**config.mk**
```make
export PLATFORM = sky130hd
export DESIGN_NAME = pipelined_carry_skip_adder
export DESIGN_NICKNAME = d
export VERILOG_FILES = /design/src/rtl/csa_pkg.sv /design/src/rtl/carry_skip_block.sv /design/src/rtl/pipelined_carry_skip_adder.sv
export SDC_FILE = /design/constraint.sdc
export NUM_CORES = 1
export LEC_CHECK = 0
export ABC_CLOCK_PERIOD_IN_PS = 16340
export CORE_MARGIN = 4
export CORE_UTILIZATION = 36
export DETAILED_ROUTE_END_ITERATION = 7
export PLACE_DENSITY_LB_ADDON = 0.2
export SLEW_MARGIN = 20
export SYNTH_ARGS = -nofsm -noshare
export SYNTH_HDL_FRONTEND = slang
export SYNTH_SLANG_ARGS = --single-unit
```
**constraint.sdc**
```tcl
create_clock -name clk -period 16.34 [get_ports clk]
set_input_delay 3.268 -clock clk [delete_from_list [all_inputs] [get_ports clk]]
set_output_delay 3.268 -clock clk [all_outputs]
set_load 0.05 [all_outputs]
```
**src/rtl/csa_pkg.sv**
```systemverilog
// Shared helpers for the pipelined carry-skip adder: geometry functions used
// to size the pipeline and the per-stage control record.
package csa_pkg;

    // Number of carry-skip blocks across the operand width.
    function automatic int csa_num_blocks(input int width, input int block_w);
        return width / block_w;
    endfunction

    // Number of pipeline stages, rounding up when the last stage is partial.
    function automatic int csa_num_stages(input int num_blocks, input int blocks_per_stage);
        return (num_blocks + blocks_per_stage - 1) / blocks_per_stage;
    endfunction

    // Control portion of a stage register: occupancy and carry handed onward.
    typedef struct packed {
        logic valid;
        logic carry;
    } csa_stage_ctl_t;

endpackage

```
**src/rtl/carry_skip_block.sv**
```systemverilog
// One carry-skip block: a ripple full-adder chain plus a skip mux that
// forwards the block carry-in directly when every bit propagates.
module carry_skip_block #(
    parameter int BLOCK_W = 4
) (
    input  logic [BLOCK_W-1:0] a,
    input  logic [BLOCK_W-1:0] b,
    input  logic               cin,
    output logic [BLOCK_W-1:0] sum,
    output logic               cout
);

    logic [BLOCK_W:0]   carry_s;
    logic [BLOCK_W-1:0] prop_s;

    // Ripple the carry through the block and select the skip path on full propagate.
    always_comb begin
        prop_s     = a ^ b;
        carry_s    = '0;
        carry_s[0] = cin;
        sum        = '0;
        for (int i = 0; i < BLOCK_W; i++) begin
            sum[i]         = prop_s[i] ^ carry_s[i];
            carry_s[i + 1] = (a[i] & b[i]) | (prop_s[i] & carry_s[i]);
        end
        if (&prop_s) begin
            cout = cin;
        end else begin
            cout = carry_s[BLOCK_W];
        end
    end

endmodule

```
**src/rtl/pipelined_carry_skip_adder.sv**
```systemverilog
// Pipelined N-bit carry-skip adder/subtractor with valid/ready flow control.
// Each stage resolves BLOCKS_PER_STAGE skip blocks and registers the carry for
// the next stage. Define CSA_OVERFLOW_EN to produce a signed-overflow flag;
// without it out_ovf is tied low.
module pipelined_carry_skip_adder
    import csa_pkg::*;
#(
    parameter int WIDTH            = 32,
    parameter int BLOCK_W          = 4,
    parameter int BLOCKS_PER_STAGE = 2
) (
    input  logic             clk,
    input  logic             rst_n,
    input  logic             in_valid,
    output logic             in_ready,
    input  logic [WIDTH-1:0] in_a,
    input  logic [WIDTH-1:0] in_b,
    input  logic             in_cin,
    input  logic             in_sub,
    output logic             out_valid,
    input  logic             out_ready,
    output logic [WIDTH-1:0] out_sum,
    output logic             out_cout,
    output logic             out_ovf
);

    localparam int NUM_BLOCKS = csa_num_blocks(WIDTH, BLOCK_W);
    localparam int STAGES     = csa_num_stages(NUM_BLOCKS, BLOCKS_PER_STAGE);
    localparam int STAGE_W    = BLOCKS_PER_STAGE * BLOCK_W;

    // Stage registers: operands travel whole; sum bits fill in stage by stage.
    csa_stage_ctl_t   ctl_r [STAGES];
    logic [WIDTH-1:0] a_r   [STAGES];
    logic [WIDTH-1:0] b_r   [STAGES];
    logic [WIDTH-1:0] sum_r [STAGES];

    // Per-stage view of the values entering that stage's blocks.
    logic [WIDTH-1:0] src_a_s   [STAGES];
    logic [WIDTH-1:0] src_b_s   [STAGES];
    logic [WIDTH-1:0] src_sum_s [STAGES];
    logic             src_cin_s [STAGES];
    logic [WIDTH-1:0] new_sum_s [STAGES];
    logic [WIDTH-1:0] blk_sum_s;
    logic [STAGES-1:0] stage_cout_s;
    logic [STAGES:0]   ready_s;

    // Bits below 'lo' are already resolved by earlier stages.
    function automatic logic [WIDTH-1:0] low_mask(input int lo);
        logic [WIDTH-1:0] m;
        m = '0;
        for (int i = 0; i < WIDTH; i++) begin
            m[i] = (i < lo);
        end
        return m;
    endfunction

    // Select stage inputs: stage 0 sees the (possibly inverted) operands, later stages the previous register.
    always_comb begin
        src_a_s[0]   = in_a;
        src_b_s[0]   = in_sub ? ~in_b : in_b;
        src_sum_s[0] = '0;
        src_cin_s[0] = in_sub ? 1'b1 : in_cin;
        for (int k = 1; k < STAGES; k++) begin
            src_a_s[k]   = a_r[k - 1];
            src_b_s[k]   = b_r[k - 1];
            src_sum_s[k] = sum_r[k - 1];
            src_cin_s[k] = ctl_r[k - 1].carry;
        end
    end

    for (genvar j = 0; j < NUM_BLOCKS; j++) begin : g_blk
        localparam int STG = j / BLOCKS_PER_STAGE;
        logic bcin_s;
        logic bcout_s;

        if ((j % BLOCKS_PER_STAGE) == 0) begin : g_first
            assign bcin_s = src_cin_s[STG];
        end else begin : g_chain
            assign bcin_s = g_blk[j - 1].bcout_s;
        end

        carry_skip_block #(.BLOCK_W(BLOCK_W)) u_blk (
            .a   (src_a_s[STG][j*BLOCK_W +: BLOCK_W]),
            .b   (src_b_s[STG][j*BLOCK_W +: BLOCK_W]),
            .cin (bcin_s),
            .sum (blk_sum_s[j*BLOCK_W +: BLOCK_W]),
            .cout(bcout_s)
        );

        if (((j % BLOCKS_PER_STAGE) == (BLOCKS_PER_STAGE - 1)) || (j == NUM_BLOCKS - 1)) begin : g_last
            assign stage_cout_s[STG] = bcout_s;
        end
    end

    // Merge each stage's fresh block sums above the bits resolved upstream.
    always_comb begin
        for (int k = 0; k < STAGES; k++) begin
            new_sum_s[k] = (blk_sum_s & ~low_mask(k * STAGE_W)) |
                           (src_sum_s[k] & low_mask(k * STAGE_W));
        end
    end

    // Backward ready chain: a stage may load when empty or when its successor loads.
    always_comb begin
        ready_s         = '0;
        ready_s[STAGES] = out_ready;
        for (int k = STAGES - 1; k >= 0; k--) begin
            ready_s[k] = !ctl_r[k].valid || ready_s[k + 1];
        end
    end

    // Stage registers: advance every stage whose ready is high, clear all on reset.
    always_ff @(posedge clk) begin
        if (!rst_n) begin
            for (int k = 0; k < STAGES; k++) begin
                ctl_r[k] <= '0;
                a_r[k]   <= '0;
                b_r[k]   <= '0;
                sum_r[k] <= '0;
            end
        end else begin
            if (ready_s[0]) begin
                ctl_r[0].valid <= in_valid;
            end
            for (int k = 1; k < STAGES; k++) begin
                if (ready_s[k]) begin
                    ctl_r[k].valid <= ctl_r[k - 1].valid;
                end
            end
            for (int k = 0; k < STAGES; k++) begin
                if (ready_s[k]) begin
                    ctl_r[k].carry <= stage_cout_s[k];
                    a_r[k]         <= src_a_s[k];
                    b_r[k]         <= src_b_s[k];
                    sum_r[k]       <= new_sum_s[k];
                end
            end
        end
    end

`ifdef CSA_OVERFLOW_EN
    logic ovf_r;

    // Overflow flag registered alongside the final stage's result.
    always_ff @(posedge clk) begin
        if (!rst_n) begin
            ovf_r <= 1'b0;
        end else if (ready_s[STAGES - 1]) begin
            ovf_r <= (src_a_s[STAGES - 1][WIDTH - 1] == src_b_s[STAGES - 1][WIDTH - 1]) &&
                     (new_sum_s[STAGES - 1][WIDTH - 1] != src_a_s[STAGES - 1][WIDTH - 1]);
        end
    end

    assign out_ovf = ovf_r;
`else
    assign out_ovf = 1'b0;
`endif

    assign in_ready  = ready_s[0];
    assign out_valid = ctl_r[STAGES - 1].valid;
    assign out_sum   = sum_r[STAGES - 1];
    assign out_cout  = ctl_r[STAGES - 1].carry;

endmodule

```
==> run summary, run 1 <==
initial core utilization: 0.370
top cell type's share of synthesized area: 0.650
Primary FF master, synth: edfxtp_1
Vias: 4191
CP Class: primary input to output port
worst hold-check path type: register to register
final critical-path share of the clock period: 0.539
antenna violations before repair: 0
Post-Route Skew: 0.00593 ns
share of cells above drive strength 1: 0.0665
met3 usage: 0.0286
root buf cell: clkbuf_16
RSZ-0062 raised after global routing: no
crit path launch type: primary input
most used cell, CP: clkdlybuf4s50_1
Pre-antenna DRT Iters: 5
global route overflow: 0
worst-path cell chain: clkdlybuf4s50_1 -> nand4b_4 -> or2_2 -> clkdlybuf4s50_1
CTS tree: done
sequential share of the synthesized area: 0.652
Longest Clk Path Bufs: 2
Post-DP HPWL: 9.91 mm
vias in the first global route: 4459
nature of the critical path endpoint: output port
Synth Register Bits: 184
Max Clk Rate: 0.114 GHz
drt wl/cell: 13.7 um
endpoints failing setup: 0
Avg Cell Area, Syn: 14.9 sq um
Die Area: 26000 sq um
Final #Nets: 798
Post-Synthesis Cells: 569
die height: 161 um
total wire length: 13.5 mm
CTS Sinks: 184
most frequent cell after synthesis: edfxtp_1
GPL Wtd Cong: 0.757
Req. time, crit path: 13.07 ns
largest net degree at the start of global routing: 87
CTS clk-pin slew, worst paths: 0.06 ns
synthesis-to-finish area growth: 21.9%
max incr delay on CP: 0.70 ns
VDD IR max: 0.0598 mV
Setup TNS: 0 ns
pwr/cell area: 100 nW/um^2
yosys warns: 0
Core Area: 22800 sq um
placed cell count: 958
number of placement rows: 55
post-CTS sizing: 0
switching share of power: 0.219
Layout Utilization: 0.451
status: complete, no violations
pre-CTS WS: 7.53 ns
postcts setup bufs: 0
# port buffers: 104
die width: 161 um
design area: 10300 sq um
first-pass GRT wire length: 22.9 mm
gr usage total: 0.110
Period minus WS final: 8.80 ns
commonest cells in the netlist: edfxtp_1, and3_1, and2_1
Relative slew margins: 0.326
remaining antenna violation count: 0
Post-synth EDFFs: 183
Worst-Skew Late Latency: 0.42 ns
worst slew pin tran: 1.01 ns
leakage: 4.51 nW
slack of the critical path: 7.54 ns
Max Cap Viol: 0
M1 GR Usage: 0.156
grt peak-use layer: met2
number of hold violations in the final report: 0
dpl cell area: 9770 sq um
Int Power: 0.806 mW
via density per instance: 4.23
Comb power frac: 0.094
CTS H-tree lvls: 4
Non-Filler Instances: 990
GR Layer Usage met2: 0.162
CP Data Arrival Time: 5.54 ns
synth unique cells: 36
Syn Std Cell Area: 8460 sq um
filler cell count: 2103
Clk network pwr share: 0.362
Net Sw Power: 0.226 mW
CTS Hold Bufs: 0
Yosys top cell by area: edfxtp_1
# diodes: 0
Pwr Total: 1.03 mW
setup slack, reg-to-reg: 11.91 ns
DRC violations left: 0
Syn Nets: 703
io pins: 106
critical-path maximum fanout: 55
Crit-path slowest cell: clkdlybuf4s50_1
initial drt markers: 220
hold_ws: 0.514 ns
largest cells by area after synthesis: edfxtp_1, fa_1, and3_1, and2_1, ha_1
fin. max-slew vios: 0
Async S/R FF share, synth: 0
Num CTS Buffers: 17
Reg power frac: 0.543
[sequential cells by signal (all words and copies together) (netlist names)]
register and flops:
ctl_r 8, a_r 48, b_r 48, sum_r 80
[worst max-delay path, delay by kind of cell]
| kind | cells | cell delay [ns] |
|---|---|---|
| simple gates | 2 | 1.09 |
| buf+inv | 2 | 1.17 |
[final cells by class]
type	instances	area, sq um	area share
multi-input combinational	315	2670	0.259
clock buffer	19	433	0.0420
tap	313	392	0.0380
sequential	184	5520	0.535
clock inverter	13	106	0.0103
timing repair buffer	107	1050	0.102
inverter	39	146	0.0142
[path summary, 6_finish.rpt]
check / cells after the start / end / start
worst max-delay path: 4 / in_ready / out_ready
worst min-delay path: 1 / sum_r[2][5] / sum_r[1][5]
worst max register to register: 13 / sum_r[2][23] / ctl_r[1][0]
worst min register to register: 1 / sum_r[2][5] / sum_r[1][5]
[metal layers]
layer | part of all wire | wire (um)
met1 | 0.50 | 6800
met2 | 0.43 | 5800
met3 | 0.048 | 654
met4 | 0.020 | 272
met5 | 0 | 0
[kinds of logic after synthesis]
family	Yosys count	share of synthesized area
fa+ha+maj	64	0.123
mux	4	0.00532
compound gates	8	0.00843
buf+inv	70	0.0351
xor+xnor	32	0.0331
simple gates	206	0.143
flops	184	0.652
other cells	1	0.000443
[placed cells by master, fill, tap and decap left out, types with 3 or more instances in the layout]
cell,synthesis,final
clkinv_2,0,3
clkinv_1,0,3
buf_4,1,3
clkbuf_16,0,17
nand4_1,6,6
fa_1,32,32
xor2_1,8,8
inv_1,38,38
clkdlybuf4s50_1,0,102
nand2_1,5,5
clkinv_4,0,3
mux2_2,4,4
ha_1,32,32
nor2b_1,3,3
and2_1,64,64
and3_1,77,77
xnor2_1,24,24
edfxtp_1,183,183
nor2_1,38,38
[power by group through the flow]
stage	sequential [mW]	clock [mW]	combinational (mW)
final	0.561	0.374	0.0974
after global routing	0.564	0.404	0.111
after CTS	0.561	0.384	0.100
after detailed placement	0.571	0	0.0999
after global placement	0.571	0	0.0962
after floorplan	0.580	0	0.0477
No activity file was read; power rests on OpenSTA's default activity.
==> run 2, diff against run 1 <==
- ABC_CLOCK_PERIOD_IN_PS: 16340 -> 9200
- clock period: 16.34 -> 9.2 ns (I/O delays scaled with it)
==> run 2 against run 1 <==
Die area unchanged. Sequential share of layout area decreased by 0.23 points. Non-clock buffer count unchanged. Clock skew increased by 0.0028 ns. Register-to-register slack got worse by 7.1 ns. Clock power increased by 91%. Routed wire length decreased by 0.13%. Final cell count unchanged. Power increased by 83%. Largest cell class unchanged.
==> run summary, run 2 (same netlist as run 1, synthesis figures left out) <==
Post-Route Skew: 0.00877 ns
first-pass GRT wire length: 22.7 mm
Multi-input gate area: 2670 sq um
worst hold-check path type: register to register
slack of the critical path: 2.56 ns
initial core utilization: 0.370
CP Data Arrival Time: 6.88 ns
vias in the first global route: 4390
critical-path maximum fanout: 33
Largest regs: sum_r x80, a_r x48, b_r x48
Die Area: 26000 sq um
Final #Nets: 798
Net Sw Power: 0.398 mW
Reg with most FFs: sum_r
Req. time, crit path: 9.44 ns
gr usage total: 0.110
total wire length: 13.5 mm
Worst-Skew Late Latency: 0.42 ns
Relative slew margins: 0.340
RSZ-0062 raised after global routing: no
postcts setup bufs: 0
setup slack, reg-to-reg: 4.82 ns
# port buffers: 104
endpoints failing setup: 0
leading cell type in the layout, fill and taps excluded: edfxtp_1
die width: 161 um
worst slew pin tran: 0.990 ns
io pins: 106
Post-DP HPWL: 9.92 mm
Core Area: 22800 sq um
VDD IR max: 0.0989 mV
Max Clk Rate: 0.151 GHz
switching share of power: 0.212
drt wl/cell: 13.6 um
GPL Wtd Cong: 0.759
Period minus WS final: 6.64 ns
reg2reg start: ctl_r[1][0]
antenna violations before repair: 0
largest net degree at the start of global routing: 87
hold_sp: b_r[0][62]
worst r2r dst: sum_r[2][23]
fin. max-slew vios: 0
CTS Hold Bufs: 0
area taken by flip-flops and latches: 5520 sq um
Clk network pwr share: 0.379
CTS H-tree lvls: 4
CTS Sinks: 184
Max Cap Viol: 0
Reg power frac: 0.529
number of hold violations in the final report: 0
synthesis-to-finish area growth: 22.4%
CP Class: primary input to register
post-CTS sizing: 0
DRC violations left: 0
# diodes: 0
CTS clk-pin slew, worst paths: 0.06 ns
pwr/cell area: 182 nW/um^2
hold path cells: 1
global route overflow: 0
number of placement rows: 55
remaining antenna violation count: 0
Pre-antenna DRT Iters: 4
status: complete, no violations
Setup TNS: 0 ns
Longest Clk Path Bufs: 2
R2R depth: 13
via density per instance: 4.21
crit path launch type: primary input
Comb power frac: 0.092
most frequent cells in the layout: edfxtp_1, clkdlybuf4s50_1, and3_1
initial drt markers: 162
filler cell count: 2097
Hold Path End: b_r[0][94]
leakage: 4.54 nW
CTS tree: done
pre-CTS WS: 2.05 ns
Int Power: 1.49 mW
root buf cell: clkbuf_16
final critical-path share of the clock period: 0.721
nature of the critical path endpoint: register
Vias: 4164
share of cells above drive strength 1: 0.0679
Num CTS Buffers: 17
die height: 161 um
number of flip-flops in the largest register: 80
## run 2: cell count changes in the layout (fill, tap and decap cells not counted)
cell	delta
clkinv_2	+1
inv_6	+1
clkbuf_1	-1
bufinv_16	+2
clkinv_4	-3
## run 2: through the flow
stage | power [mW] | std cells | instance area (sq um) | hold slack [ns] | util
global placement | 1.18 | 958 | 9760 | 0.505 | 0.427
floorplan | 1.12 | 569 | 8460 | 0.497 | -
finish | 1.88 | 990 | 10400 | 0.518 | 0.453
global route | 1.96 | 990 | 10400 | 0.525 | 0.453
CTS | 1.90 | 990 | 10400 | 0.521 | 0.453
detailed placement | 1.19 | 958 | 9770 | 0.506 | 0.428
## run 2: area by class of cell
cell class              count  area share
clock buffers              18      0.0414
clock inverters            14      0.0149
inverters                  39      0.0141
multi-input cells         315       0.258
flip-flops and latches    184       0.532
well taps                 313      0.0378
repair buffers            107       0.102
## run 2: worst max-delay path, cell delays in order
cell and delay [ns]:
buf_2 0.67, xor2_1 0.27, inv_1 0.11, fa_1 0.44, fa_1 0.43, fa_1 0.43, fa_1 0.40, mux2_2 0.30
fa_1 0.40, fa_1 0.44, fa_1 0.43, fa_1 0.38, nor2b_1 0.13, a211oi_1 0.21
## run 2: how the worst max path moves through the flow
stage,start,end,cells after the start
after CTS,in_sub,ctl_r[0][0],14
after global placement,in_sub,ctl_r[0][0],14
after floorplan,in_sub,ctl_r[0][0],15
final,in_sub,ctl_r[0][0],14
after global routing,in_sub,ctl_r[0][0],14
after detailed placement,in_sub,ctl_r[0][0],14
## run 2: power by group through the flow
stage	registers (mW)	logic, mW	clock network, mW
floorplan	1.03	0.0847	0
global placement	1.01	0.171	0
detailed placement	1.01	0.177	0
CTS	0.997	0.178	0.730
global route	1.00	0.196	0.764
finish	0.996	0.174	0.713
## run 2: layer usage
metal  track usage  up-vias  part of all wire
li1              -     2151                 -
met1         0.153     1897              0.50
met2         0.161       94              0.43
met3        0.0283       22             0.046
met4        0.0516        0             0.022
met5             0        -                 0
==> run 3, diff against run 2 <==
- ABC_CLOCK_PERIOD_IN_PS: 9200 -> 6300
- clock period: 9.2 -> 6.3 ns (I/O delays scaled with it)
==> run 3 against run 2 <==
Routed wire length is 0.12% higher. Sequential cell count unchanged. First-iteration DRC count grew 36%. Register-to-register slack lost 3.0 ns. Global-route usage fell by 0.19 points.
==> run summary, run 3 (same netlist as run 1, synthesis figures left out) <==
CTS tree: done
postcts setup bufs: 0
die width: 161 um
CP Class: primary input to register
Largest regs: sum_r x80, a_r x48, b_r x48
share of cells above drive strength 1: 0.0678
Longest Clk Path Bufs: 2
global route overflow: 0
R2R depth: 13
CP Data Arrival Time: 5.99 ns
hold_ws: 0.518 ns
most frequent cells in the layout: edfxtp_1, clkdlybuf4s50_1, and3_1
status: complete, no violations
Max Cap Viol: 0
Vias: 4194
number of hold violations in the final report: 0
worst slew pin tran: 0.999 ns
root buf cell: clkbuf_16
CTS Sinks: 184
Reg with most FFs: sum_r
fin. max-slew vios: 0
antenna violations before repair: 0
die height: 161 um
CTS clk-pin slew, worst paths: 0.06 ns
gr usage total: 0.108
hold path cells: 1
CTS Hold Bufs: 0
initial core utilization: 0.370
Pre-antenna DRT Iters: 4
RSZ-0062 raised after global routing: no
area taken by flip-flops and latches: 5520 sq um
Req. time, crit path: 6.55 ns
CTS H-tree lvls: 4
Setup TNS: 0 ns
leading cell type in the layout, fill and taps excluded: edfxtp_1
initial drt markers: 220
worst-path cell chain: clkdlybuf4s50_1 -> xor2_1 -> inv_1 -> fa_1 -> fa_1 -> fa_1 -> fa_1 -> mux2_2 -> fa_1 -> fa_1 -> fa_1 -> fa_1 -> nor2b_1 -> a211oi_1
most used cell, CP: fa_1
io pins: 106
crit path launch type: primary input
Core Area: 22800 sq um
final critical-path share of the clock period: 0.910
critical-path maximum fanout: 2
Worst-Skew Late Latency: 0.42 ns
GPL Wtd Cong: 0.764
via density per instance: 4.23
worst hold-check path type: register to register
remaining antenna violation count: 0
Max Clk Rate: 0.174 GHz
largest net degree at the start of global routing: 86
pwr/cell area: 266 nW/um^2
first-pass GRT wire length: 22.5 mm
VDD IR max: 0.147 mV
# diodes: 0
post-CTS sizing: 0
nature of the critical path endpoint: register
Die Area: 26000 sq um
DRC violations left: 0
Num CTS Buffers: 17
synthesis-to-finish area growth: 22.6%
endpoints failing setup: 0
leakage: 4.54 nW
Post-Route Skew: 0.00523 ns
number of placement rows: 55
Crit-path slowest cell: clkdlybuf4s50_1
vias in the first global route: 4480
max incr delay on CP: 0.47 ns
Post-DP HPWL: 9.89 mm
total wire length: 13.5 mm
filler cell count: 2096
Relative slew margins: 0.334
Final #Nets: 799
Period minus WS final: 5.73 ns
number of flip-flops in the largest register: 80
Multi-input gate area: 2670 sq um
# port buffers: 104
drt wl/cell: 13.6 um
-- run 3: per-stage QoR --
| step | worst slack [ns] | instances | total power [mW] | utilization | area (sq um) |
|---|---|---|---|---|---|
| finish | 0.565 | 991 | 2.75 | 0.454 | 10400 |
| global route | 0.344 | 991 | 2.87 | 0.454 | 10400 |
| CTS | 0.548 | 991 | 2.79 | 0.454 | 10400 |
| floorplan | 0.407 | 569 | 1.63 | - | 8460 |
| global placement | 0.242 | 959 | 1.73 | 0.428 | 9770 |
| detailed placement | 0.0976 | 959 | 1.74 | 0.428 | 9780 |
-- run 3: worst max-delay path: cells and delay by family --
family                     cells  cell delay (ns)
xor gates and xnor gates       1             0.21
buffers and inverters          2             0.56
and+or+nand+nor                1             0.13
AOI/OAI and AO/OA              1             0.19
adders and majority gates      8             3.32
muxes                          1             0.30
-- run 3: cell type report --
type,instances,share of cell area
multi-input cells,315,0.257
inverters,39,0.0141
clock buffers,18,0.0414
repair buffers,108,0.102
well taps,313,0.0378
clock inverters,14,0.0151
flip-flops and latches,184,0.532
-- run 3: final timing paths --
kind | slack [ns] | start | endpoint
min | 0.52 | sum_r[1][9] | sum_r[2][9]
max reg2reg | 1.87 | ctl_r[1][0] | sum_r[2][23]
max | 0.57 | in_b[0] | ctl_r[0][0]
min reg2reg | 0.52 | sum_r[1][9] | sum_r[2][9]
-- run 3: routing by layer --
metal / wire length (um) / GRT usage / up-vias
met5: 0 / 0 / -
met4: 228 / 0.0411 / 0
met3: 538 / 0.0309 / 16
met2: 5830 / 0.156 / 89
met1: 6930 / 0.154 / 1933
li1: - / - / 2156
-- run 3: power by group --
part	internal [mW]	leakage [nW]	switching (mW)
Clock	0.619	0.280	0.429
Sequential	1.43	2.19	0.0287
Combinational	0.123	2.07	0.129
